==> config.mk <==
export PLATFORM = sky130hd
export DESIGN_NAME = jbuffer_fifo
export DESIGN_NICKNAME = d
export VERILOG_FILES = /design/src/rtl/jbuffer_fifo.sv
export SDC_FILE = /design/constraint.sdc
export NUM_CORES = 1
export LEC_CHECK = 0
export ABC_CLOCK_PERIOD_IN_PS = 2900
export CORE_MARGIN = 1
export CORE_UTILIZATION = 55
export CTS_CLUSTER_SIZE = 20
export DETAILED_ROUTE_END_ITERATION = 8
export PLACE_DENSITY = 0.93
export SYNTH_ARGS = -nofsm -noshare
export SYNTH_HDL_FRONTEND = slang
export SYNTH_SLANG_ARGS = --single-unit
export TNS_END_PERCENT = 50
==> constraint.sdc <==
create_clock -name clk -period 2.9 [get_ports clk]
set_input_delay 0.435 -clock clk [delete_from_list [all_inputs] [get_ports clk]]
set_output_delay 0.435 -clock clk [all_outputs]
set_load 0.005 [all_outputs]
==> src/rtl/jbuffer_fifo.sv <==
// jbuffer_fifo: single-clock ready/valid FIFO with a registered storage array.
//
// Parameters
//   WIDTH     data width in bits (>= 1)
//   DEPTH     number of entries (power of two, >= 2)
//
// Ports
//   clk       rising-edge clock for all state
//   rst_n     synchronous active-low reset (clears pointers and count only)
//   in_data   write data
//   in_valid  write request
//   in_ready  buffer can accept a word this cycle (combinational from state)
//   out_data  head-of-buffer data, zero when empty
//   out_valid head word is valid
//   out_ready consumer accepts the head word
//   count     number of words currently held
module jbuffer_fifo #(
  parameter int unsigned WIDTH = 8,
  parameter int unsigned DEPTH = 4
) (
  input  logic                       clk,
  input  logic                       rst_n,
  input  logic [WIDTH-1:0]           in_data,
  input  logic                       in_valid,
  output logic                       in_ready,
  output logic [WIDTH-1:0]           out_data,
  output logic                       out_valid,
  input  logic                       out_ready,
  output logic [$clog2(DEPTH):0]     count
);

  localparam int unsigned AW = $clog2(DEPTH);
  localparam int unsigned CW = AW + 1;

  logic [AW-1:0]    wr_ptr_q, wr_ptr_d;
  logic [AW-1:0]    rd_ptr_q, rd_ptr_d;
  logic [CW-1:0]    count_q, count_d;
  logic [WIDTH-1:0] mem_q [DEPTH];

  logic push_c;
  logic pop_c;

  // Handshake qualifiers; in_ready already folds in rst_n so nothing is written in reset.
  always_comb begin
    in_ready  = rst_n && (count_q != CW'(DEPTH));
    out_valid = (count_q != '0);
    out_data  = out_valid ? mem_q[rd_ptr_q] : '0;
    count     = count_q;
    push_c    = in_valid && in_ready;
    pop_c     = out_valid && out_ready && rst_n;
  end

  // Next-state for pointers and occupancy; DEPTH is a power of two so pointers wrap naturally.
  always_comb begin
    wr_ptr_d = wr_ptr_q;
    rd_ptr_d = rd_ptr_q;
    count_d  = count_q;
    if (push_c) begin
      wr_ptr_d = wr_ptr_q + AW'(1);
    end
    if (pop_c) begin
      rd_ptr_d = rd_ptr_q + AW'(1);
    end
    case ({push_c, pop_c})
      2'b10:   count_d = count_q + CW'(1);
      2'b01:   count_d = count_q - CW'(1);
      default: count_d = count_q;
    endcase
  end

  // Control state register with synchronous reset.
  always_ff @(posedge clk) begin
    if (!rst_n) begin
      wr_ptr_q <= '0;
      rd_ptr_q <= '0;
      count_q  <= '0;
    end else begin
      wr_ptr_q <= wr_ptr_d;
      rd_ptr_q <= rd_ptr_d;
      count_q  <= count_d;
    end
  end

  // Storage array is intentionally not reset.
  always_ff @(posedge clk) begin
    if (push_c) begin
      mem_q[wr_ptr_q] <= in_data;
    end
  end

endmodule

==> impl_results.rst, run 1 <==
.. list-table::
   :header-rows: 1

   * - Metric
     - Value
   * - Register clock-pin slew on the reported worst setup and hold paths
     - 120 ps
   * - Top cells by area, synth
     - sky130_fd_sc_hd__edfxtp_1 (56%), sky130_fd_sc_hd__dfxtp_1 (11%), sky130_fd_sc_hd__mux4_2 (11%)
   * - Post-synthesis sequential element count
     - 41
   * - Post-route insts no fill
     - 163
   * - Required time at the worst-slack endpoint
     - 2470 ps
   * - Number of design-rule violations left by the first detailed-router iteration
     - 18
   * - Number of global-route vias before repair
     - 981
   * - Layout cell share with drive strength beyond 1
     - 13.6%
   * - Synthesized area divided by synthesized cell count
     - 16.4 µm²
   * - Worst Tran Pin Value
     - 542 ps
   * - Resized Gates After CTS
     - 0
   * - Clock sinks
     - 41
   * - First-pass GRT wire length
     - 4730 µm
   * - Number of hold buffers added after CTS
     - 0
   * - Io pins
     - 25
   * - Crit path launch type
     - flip-flop
   * - Final hold vios
     - 0
   * - Die Area
     - 3340 µm²
   * - Max FO, Critical Path
     - 8
   * - Number of optimization iterations in the first detailed-route pass
     - 6
   * - Reg2reg start
     - count[2]
   * - Hold crit path type
     - flip-flop to flip-flop
   * - Number of CTS-inserted buffers
     - 5
   * - Routed WL per cell
     - 18.0 µm
   * - Number of antenna cells inserted
     - 0
   * - Register-to-register setup slack
     - 490 ps
   * - # Max-Cap Violations
     - 0
   * - Number of port buffers
     - 24
   * - Fraction of the cycle the final worst path needs
     - 92.0%
   * - Setup slack after placement
     - 192 ps
   * - DIE HEIGHT
     - 57.8 µm
   * - # Post-CTS Setup Buffers
     - 0
   * - Max frequency
     - 375 MHz
   * - Detailed placer's ending HPWL
     - 2080 µm
   * - Final-report setup violation count
     - 0
   * - Status
     - complete, but fails checks
   * - Final Routed Wirelength
     - 2940 µm
   * - H-Tree Level Count
     - 2
   * - Async set or reset register ratio after synthesis
     - 0%
   * - Worst slew margin
     - 63.8%
   * - Total negative slack for setup checks
     - 0 ps
   * - Number of placement rows
     - 19
   * - Leakage dissipation
     - 0.690 nW
   * - ANT nets after route
     - 0
   * - Number of fill cells in the layout
     - 193
   * - Portion of the post-synthesis area used by sequential elements
     - 66.7%
   * - Vias
     - 907
   * - Clock Tree Buf Depth
     - 2
   * - Number of vias per cell
     - 5.56
   * - Netlist Area Pre-Place
     - 1710 µm²
   * - Crit Path Category
     - flip-flop to primary output
   * - Largest area contributor in the synthesized netlist
     - sky130_fd_sc_hd__edfxtp_1
   * - Yosys Warn Count
     - 0
   * - Root buffer selected by CTS
     - sky130_fd_sc_hd__clkbuf_4
   * - Unrepaired setup endpoints after global routing
     - no
   * - Worst-case clock skew
     - 5.90 ps
   * - Aggregate global routing overflow
     - 0
   * - Gr usage total
     - 20.5%
   * - Max-slew violation count
     - 0
   * - Start point of the worst hold path
     - wr_ptr_q[1]
   * - CORE AREA
     - 2850 µm²
   * - Crit path capture type
     - primary output
   * - Number of antenna violations at the first check in global routing
     - 0
   * - Post-synth EDFFs
     - 32
   * - Ratio of total power to cell area
     - 595 nW/µm²
   * - Initial standard-cell utilization of the core
     - 60.0%
   * - Minimum clock period after layout
     - 2670 ps
   * - Distinct cell type count of the synthesized netlist
     - 22
   * - Minimum setup slack in the final design
     - 231 ps
   * - Area added between synthesis and finish
     - 19.0%
   * - Main flop type after synthesis
     - sky130_fd_sc_hd__edfxtp_1
   * - Dpl cells
     - 155
   * - CTS tree
     - built
   * - Maximum number of pins on one net before global-route repair
     - 13
   * - Arrival @ worst endpoint
     - 2230 ps
   * - Violated checks
     - DRC
   * - Routability cong.
     - 0.755
   * - Worst skew pair latency
     - 350 ps
   * - Final hold slack
     - 515 ps
   * - Gate count after technology mapping
     - 104
   * - Net count of the mapped netlist
     - 122
   * - Chip width
     - 57.8 µm
   * - DRC errors left
     - 2
   * - Fraction of post-synthesis cell area in the top cell type by area
     - 56.2%
   * - Number of nets in the layout
     - 149
   * - Maximum VDD drop
     - 0.351 mV
   * - Share of the core filled with cells in the final layout
     - 71.4%
==> stage by stage <==
step,total power [mW],area (µm²)
after CTS,1.22,2040
after detailed placement,0.905,1970
after floorplan,0.811,1710
after global placement,0.894,1970
final,1.21,2040
after global routing,1.26,2040
==> synthesized netlist by cell type (2+ instances only) <==
| library cell | n |
|---|---|
| sky130_fd_sc_hd__dfxtp_1 | 9 |
| sky130_fd_sc_hd__and2_1 | 17 |
| sky130_fd_sc_hd__edfxtp_1 | 32 |
| sky130_fd_sc_hd__clkbuf_1 | 2 |
| sky130_fd_sc_hd__o21ai_0 | 2 |
| sky130_fd_sc_hd__or3_1 | 2 |
| sky130_fd_sc_hd__mux4_2 | 8 |
| sky130_fd_sc_hd__a21boi_0 | 2 |
| sky130_fd_sc_hd__ha_1 | 5 |
| sky130_fd_sc_hd__nand2_1 | 4 |
| sky130_fd_sc_hd__mux2i_1 | 2 |
| sky130_fd_sc_hd__inv_1 | 7 |
| sky130_fd_sc_hd__xnor2_1 | 3 |
==> per-layer routing <==
layer,global-route usage (%),wire length (µm),vias to the layer above
met5,0,0,-
met4,9.18,59,0
met2,33.7,1540,18
met1,24.2,1210,453
met3,7.59,125,5
li1,-,-,431
==> worst paths after layout <==
path	endpoint	cells past startpoint
max	out_data[0]	3
min	wr_ptr_q[1]	2
max reg2reg	count[2]	8
min reg2reg	wr_ptr_q[1]	2
==> layout make-up <==
cell class | count | area, µm² | share of cell area (%)
Clock buffer | 7 | 65.1 | 3.20
Clock inverter | 1 | 5.00 | 0.246
Inverter | 7 | 26.3 | 1.29
Multi-Input combinational cell | 52 | 519 | 25.5
Sequential cell | 41 | 1140 | 56.1
Tap cell | 31 | 38.8 | 1.91
Timing Repair Buffer | 24 | 240 | 11.8
==> flip-flops by register name, summed over array words and instances, names as in the netlist, named ones only <==
name / flops
rd_ptr_q: 2
mem_q: 32
wr_ptr_q: 2
count: 3
==> cells in the final DEF, fill, tap and decap left out <==
master	synthesis	routed
sky130_fd_sc_hd__ha_1	5	5
sky130_fd_sc_hd__xor2_1	1	1
sky130_fd_sc_hd__clkinv_2	0	1
sky130_fd_sc_hd__o31ai_1	1	1
sky130_fd_sc_hd__o311ai_2	1	1
sky130_fd_sc_hd__o21ai_0	2	2
sky130_fd_sc_hd__mux4_2	8	8
sky130_fd_sc_hd__or3_1	2	2
sky130_fd_sc_hd__and2_1	17	17
sky130_fd_sc_hd__clkdlybuf4s50_1	0	24
sky130_fd_sc_hd__and3_1	1	1
sky130_fd_sc_hd__nor2_1	1	1
sky130_fd_sc_hd__xnor2_1	3	3
sky130_fd_sc_hd__clkbuf_8	0	2
sky130_fd_sc_hd__clkbuf_4	0	5
sky130_fd_sc_hd__fa_1	1	1
sky130_fd_sc_hd__nand2_1	4	4
sky130_fd_sc_hd__edfxtp_1	32	32
sky130_fd_sc_hd__a21oi_2	1	1
sky130_fd_sc_hd__inv_1	7	7
sky130_fd_sc_hd__mux2i_1	2	2
sky130_fd_sc_hd__dfxtp_1	9	9
sky130_fd_sc_hd__a21boi_0	2	2
==> worst max-delay path, stage by stage (launching register included) <==
cell                              delay [ps]
sky130_fd_sc_hd__dfxtp_1                 680
sky130_fd_sc_hd__mux4_2                  570
sky130_fd_sc_hd__and2_1                  190
sky130_fd_sc_hd__clkdlybuf4s50_1         440
==> kinds of logic after synthesis <==
logic type / count (synthesis) / synth area share [%]
flip-flops: 41 / 66.7
AND/OR/NAND/NOR: 25 / 8.41
buffers and inverters: 11 / 2.93
multiplexers: 10 / 11.7
AO/OA/AOI/OAI: 7 / 3.37
adder cells (fa/ha/maj): 6 / 4.83
XOR/XNOR: 4 / 2.05
==> power by group <==
part           internal (mW)  leakage [nW]  switching [mW]
clock                  0.141        0.0413           0.182
combinational          0.120         0.284          0.0768
sequential             0.663         0.364          0.0302
Note: power is estimated with default switching activity, not from simulation.
==> run 2, diff against run 1 <==
==> config.mk (replaced) <==
export PLATFORM = sky130hd
export DESIGN_NAME = jbuffer_fifo
export DESIGN_NICKNAME = d
export VERILOG_FILES = /design/src/rtl/jbuffer_fifo.sv
export SDC_FILE = /design/constraint.sdc
export NUM_CORES = 1
export LEC_CHECK = 0
export ABC_CLOCK_PERIOD_IN_PS = 2100
export CORE_MARGIN = 1
export CORE_UTILIZATION = 47
export CTS_CLUSTER_SIZE = 20
export DETAILED_ROUTE_END_ITERATION = 8
export PLACE_DENSITY = 0.85
export SYNTH_ARGS = -nofsm -noshare
export SYNTH_HDL_FRONTEND = slang
export SYNTH_SLANG_ARGS = --single-unit
==> constraint.sdc (replaced) <==
create_clock -name clk -period 2.1 [get_ports clk]
set_input_delay 0.315 -clock clk [delete_from_list [all_inputs] [get_ports clk]]
set_output_delay 0.315 -clock clk [all_outputs]
set_load 0.005 [all_outputs]
==> run 2 against run 1 <==
The flow now finishes without violations. Critical path type unchanged. Combinational power up 77%. Routed wire length down 3.3%. Via count is 5.8% higher. Final cell count increased by 21%. Register-to-register slack worse by 400 ps. Sequential cell count did not move. Sequential power is 36% higher. Critical endpoint is now out_valid. Global-route usage is 4.1 points lower. Largest power group unchanged. Sequential share of layout area decreased by 4.5 points.
==> impl_results.rst, run 2 (same netlist as run 1, synthesis figures left out) <==
.. list-table::
   :header-rows: 1

   * - Metric
     - Value
   * - Routability cong.
     - 0.764 (was 0.755)
   * - Area added between synthesis and finish
     - 29.8% (was 19.0%)
   * - Routed WL per cell
     - 14.4 µm (was 18.0 µm)
   * - Number of fill cells in the layout
     - 259 (was 193)
   * - Most frequent cells in the layout
     - sky130_fd_sc_hd__edfxtp_1 (32), sky130_fd_sc_hd__buf_4 (17), sky130_fd_sc_hd__and2_1 (15), sky130_fd_sc_hd__clkdlybuf4s50_1 (15), sky130_fd_sc_hd__mux4_2 (8) (was sky130_fd_sc_hd__edfxtp_1 (32), sky130_fd_sc_hd__clkdlybuf4s50_1 (24), sky130_fd_sc_hd__and2_1 (17))
   * - Layout cell share with drive strength beyond 1
     - 31.8% (was 13.6%)
   * - Capture point of the worst path
     - out_valid (was out_data[0])
   * - Number of port buffers
     - 24 (unchanged)
   * - Worst Tran Pin Value
     - 302 ps (was 542 ps)
   * - Max frequency
     - 488 MHz
   * - Gr usage total
     - 16.3% (was 20.5%)
   * - Final Routed Wirelength
     - 2840 µm (was 2940 µm)
   * - Final hold vios
     - 0 (unchanged)
   * - Share of the core filled with cells in the final layout
     - 65.0% (was 71.4%)
   * - Total negative slack for setup checks
     - 0 ps (unchanged)
   * - Number of antenna violations at the first check in global routing
     - 0 (unchanged)
   * - Register clock-pin slew on the reported worst setup and hold paths
     - 110 ps (was 120 ps)
   * - Minimum clock period after layout
     - 2050 ps
   * - Vias
     - 960 (was 907)
   * - Placed Area
     - 2120 µm² (was 1970 µm²)
   * - Fraction of the cycle the final worst path needs
     - 97.5%
   * - Number of optimization iterations in the first detailed-route pass
     - 4 (was 6)
   * - Crit Path Category
     - flip-flop to primary output (unchanged)
   * - Hold crit path type
     - flip-flop to flip-flop (unchanged)
   * - CORE AREA
     - 3420 µm² (was 2850 µm²)
   * - Aggregate global routing overflow
     - 0 (unchanged)
   * - Critical Path Start
     - count[1]
   * - Register-to-register setup slack
     - 90 ps (was 490 ps)
   * - Power consumption
     - 1.76 mW (was 1.21 mW)
   * - Leading cell type in the layout, fill and taps excluded
     - sky130_fd_sc_hd__edfxtp_1 (unchanged)
   * - Reg2reg start
     - count[2] (unchanged)
   * - Crit path launch type
     - flip-flop (unchanged)
   * - Number of hold buffers added after CTS
     - 0 (unchanged)
   * - Routing layer with the top usage in global route
     - met2 (unchanged)
   * - Number of flip-flops in the largest register
     - 32 (unchanged)
   * - Detailed placer's ending HPWL
     - 1960 µm (was 2080 µm)
   * - Chip width
     - 62.3 µm (was 57.8 µm)
   * - Met2 track demand over resource
     - 27.7% (was 33.7%)
   * - Number of global-route vias before repair
     - 1,027 (was 981)
   * - Share of total power consumed by net switching
     - 22.3% (was 23.8%)
   * - Number of CTS-inserted buffers
     - 5 (unchanged)
   * - Required time at the worst-slack endpoint
     - 1780 ps (was 2470 ps)
   * - Crit path capture type
     - primary output (unchanged)
   * - Ratio of total power to cell area
     - 795 nW/µm² (was 595 nW/µm²)
   * - Seq pwr share
     - 53.3% (was 57.2%)
   * - Maximum number of pins on one net before global-route repair
     - 13 (unchanged)
   * - Final hold slack
     - 511 ps (was 515 ps)
   * - Largest reg by FF count
     - mem_q (unchanged)
   * - Worst-case clock skew
     - 11.5 ps (was 5.90 ps)
   * - Initial standard-cell utilization of the core
     - 50.1% (was 60.0%)
   * - # Max-Cap Violations
     - 0 (unchanged)
   * - Maximum VDD drop
     - 0.452 mV (was 0.351 mV)
   * - Number of vias per cell
     - 4.87 (was 5.56)
   * - Met1 capacity usage during global routing
     - 20.0% (was 24.2%)
   * - Number of placement rows
     - 21 (was 19)
   * - Combinational share of power
     - 19.8% (was 16.2%)
   * - ANT nets after route
     - 0 (unchanged)
   * - DRC errors left
     - 0 (was 2)
   * - Clock sinks
     - 41 (unchanged)
   * - Max-slew violation count
     - 0 (unchanged)
   * - Worst slew margin
     - 79.7% (was 63.8%)
   * - Arrival @ worst endpoint
     - 1730 ps (was 2230 ps)
   * - Part of the total power dissipated in the clock network
     - 26.9% (was 26.6%)
   * - Max FO, Critical Path
     - 9 (was 8)
   * - Crit Reg-Reg Endpoint
     - count[2] (unchanged)
   * - Number of design-rule violations left by the first detailed-router iteration
     - 18 (unchanged)
   * - Number of nets in the layout
     - 169 (was 149)
   * - Worst skew pair latency
     - 340 ps (was 350 ps)
   * - Status
     - finished, final reports clean (was complete, but fails checks)
   * - Fin area
     - 2220 µm² (was 2040 µm²)
   * - Die Area
     - 3880 µm² (was 3340 µm²)
   * - Root buffer selected by CTS
     - sky130_fd_sc_hd__clkbuf_4 (unchanged)
   * - Io pins
     - 25 (unchanged)
   * - Internal portion of total power
     - 1.37 mW (was 0.923 mW)
   * - H-Tree Level Count
     - 2 (unchanged)
   * - Clock Tree Buf Depth
     - 2 (unchanged)
   * - Net Switching
     - 0.393 mW (was 0.289 mW)
   * - Cell depth of the worst flop-to-flop path
     - 8 (unchanged)
   * - First-pass GRT wire length
     - 4720 µm (was 4730 µm)
   * - Leakage dissipation
     - 0.833 nW (was 0.690 nW)
   * - Final-report setup violation count
     - 0 (unchanged)
   * - Met3 track utilization from global routing
     - 4.96% (was 7.59%)
   * - Number of antenna cells inserted
     - 0 (unchanged)
   * - DIE HEIGHT
     - 62.3 µm (was 57.8 µm)
   * - CTS tree
     - built (unchanged)
-- run 2: cell types whose count changed in the layout (fill, tap and decap cells not counted), moves of 3 or more --
cell	previous run	this run
sky130_fd_sc_hd__clkbuf_2	0	5
sky130_fd_sc_hd__dfxtp_2	0	3
sky130_fd_sc_hd__dlygate4sd2_1	0	3
sky130_fd_sc_hd__clkdlybuf4s50_1	24	15
sky130_fd_sc_hd__buf_4	0	17
sky130_fd_sc_hd__dfxtp_1	9	6
-- run 2: cell type report --
cell class              count  area (µm²)  share of cell area [%]
flip-flops and latches     41        1140                    51.5
multi-input cells          52         527                    23.7
repair buffers             44         393                    17.7
well taps                  46        57.6                    2.59
clock buffers               5        37.5                    1.69
clock inverters             2        35.0                    1.58
inverters                   7        26.3                    1.18
-- run 2: how the worst min path moves through the flow --
stage | start | endpoint | cells past startpoint
5_1_grt | wr_ptr_q[1] | wr_ptr_q[1] | 2
4_1_cts | wr_ptr_q[1] | wr_ptr_q[1] | 2
3_3_place_gp | wr_ptr_q[1] | wr_ptr_q[1] | 2
6_report | wr_ptr_q[1] | wr_ptr_q[1] | 2
2_1_floorplan | in_data[0] | mem_q[0][0] | 0
3_5_place_dp | wr_ptr_q[1] | wr_ptr_q[1] | 2
-- run 2: layer usage --
layer	part of all wire (%)	up-vias
li1	-	471
met1	45	457
met2	49	27
met3	5.2	5
met4	1.3	0
met5	0	-
-- run 2: worst max-delay path, stage by stage, from the launching register on --
cell,delay [ps]
sky130_fd_sc_hd__dfxtp_2,350
sky130_fd_sc_hd__or3_1,410
sky130_fd_sc_hd__buf_4,190
sky130_fd_sc_hd__clkdlybuf4s50_1,440
-- run 2: power groups by stage --
stage	Combinational, mW	Sequential, mW	Clock (mW)
global route	0.385	0.945	0.520
global placement	0.332	0.954	0
CTS	0.357	0.939	0.487
finish	0.349	0.941	0.475
floorplan	0.164	0.955	0
detailed placement	0.343	0.957	0
-- run 2: timing repair --
| action | in CTS | in global routing |
|---|---|---|
| gates resized for setup | 16 | 11 |
| endpoints found under the setup margin | 8 | 7 |
| setup buffers | 5 | 0 |
| pin swaps | 4 | 0 |
-- run 2: through the flow --
| stage | setup slack [ps] | cells |
|---|---|---|
| after global routing | -13.3 | 197 |
| final | 52.1 | 197 |
| after global placement | -108 | 185 |
| after floorplan | 9.61 | 104 |
| after detailed placement | -188 | 185 |
| after CTS | -21.6 | 197 |
==> run 3, diff against run 2 <==
--- a/config.mk
+++ b/config.mk
@@ -14,3 +14,4 @@
 export SYNTH_ARGS = -nofsm -noshare
 export SYNTH_HDL_FRONTEND = slang
 export SYNTH_SLANG_ARGS = --single-unit
+export TNS_END_PERCENT = 100
==> results of run 3 <==
Final layout, timing and power as in run 2 (identical DEF).
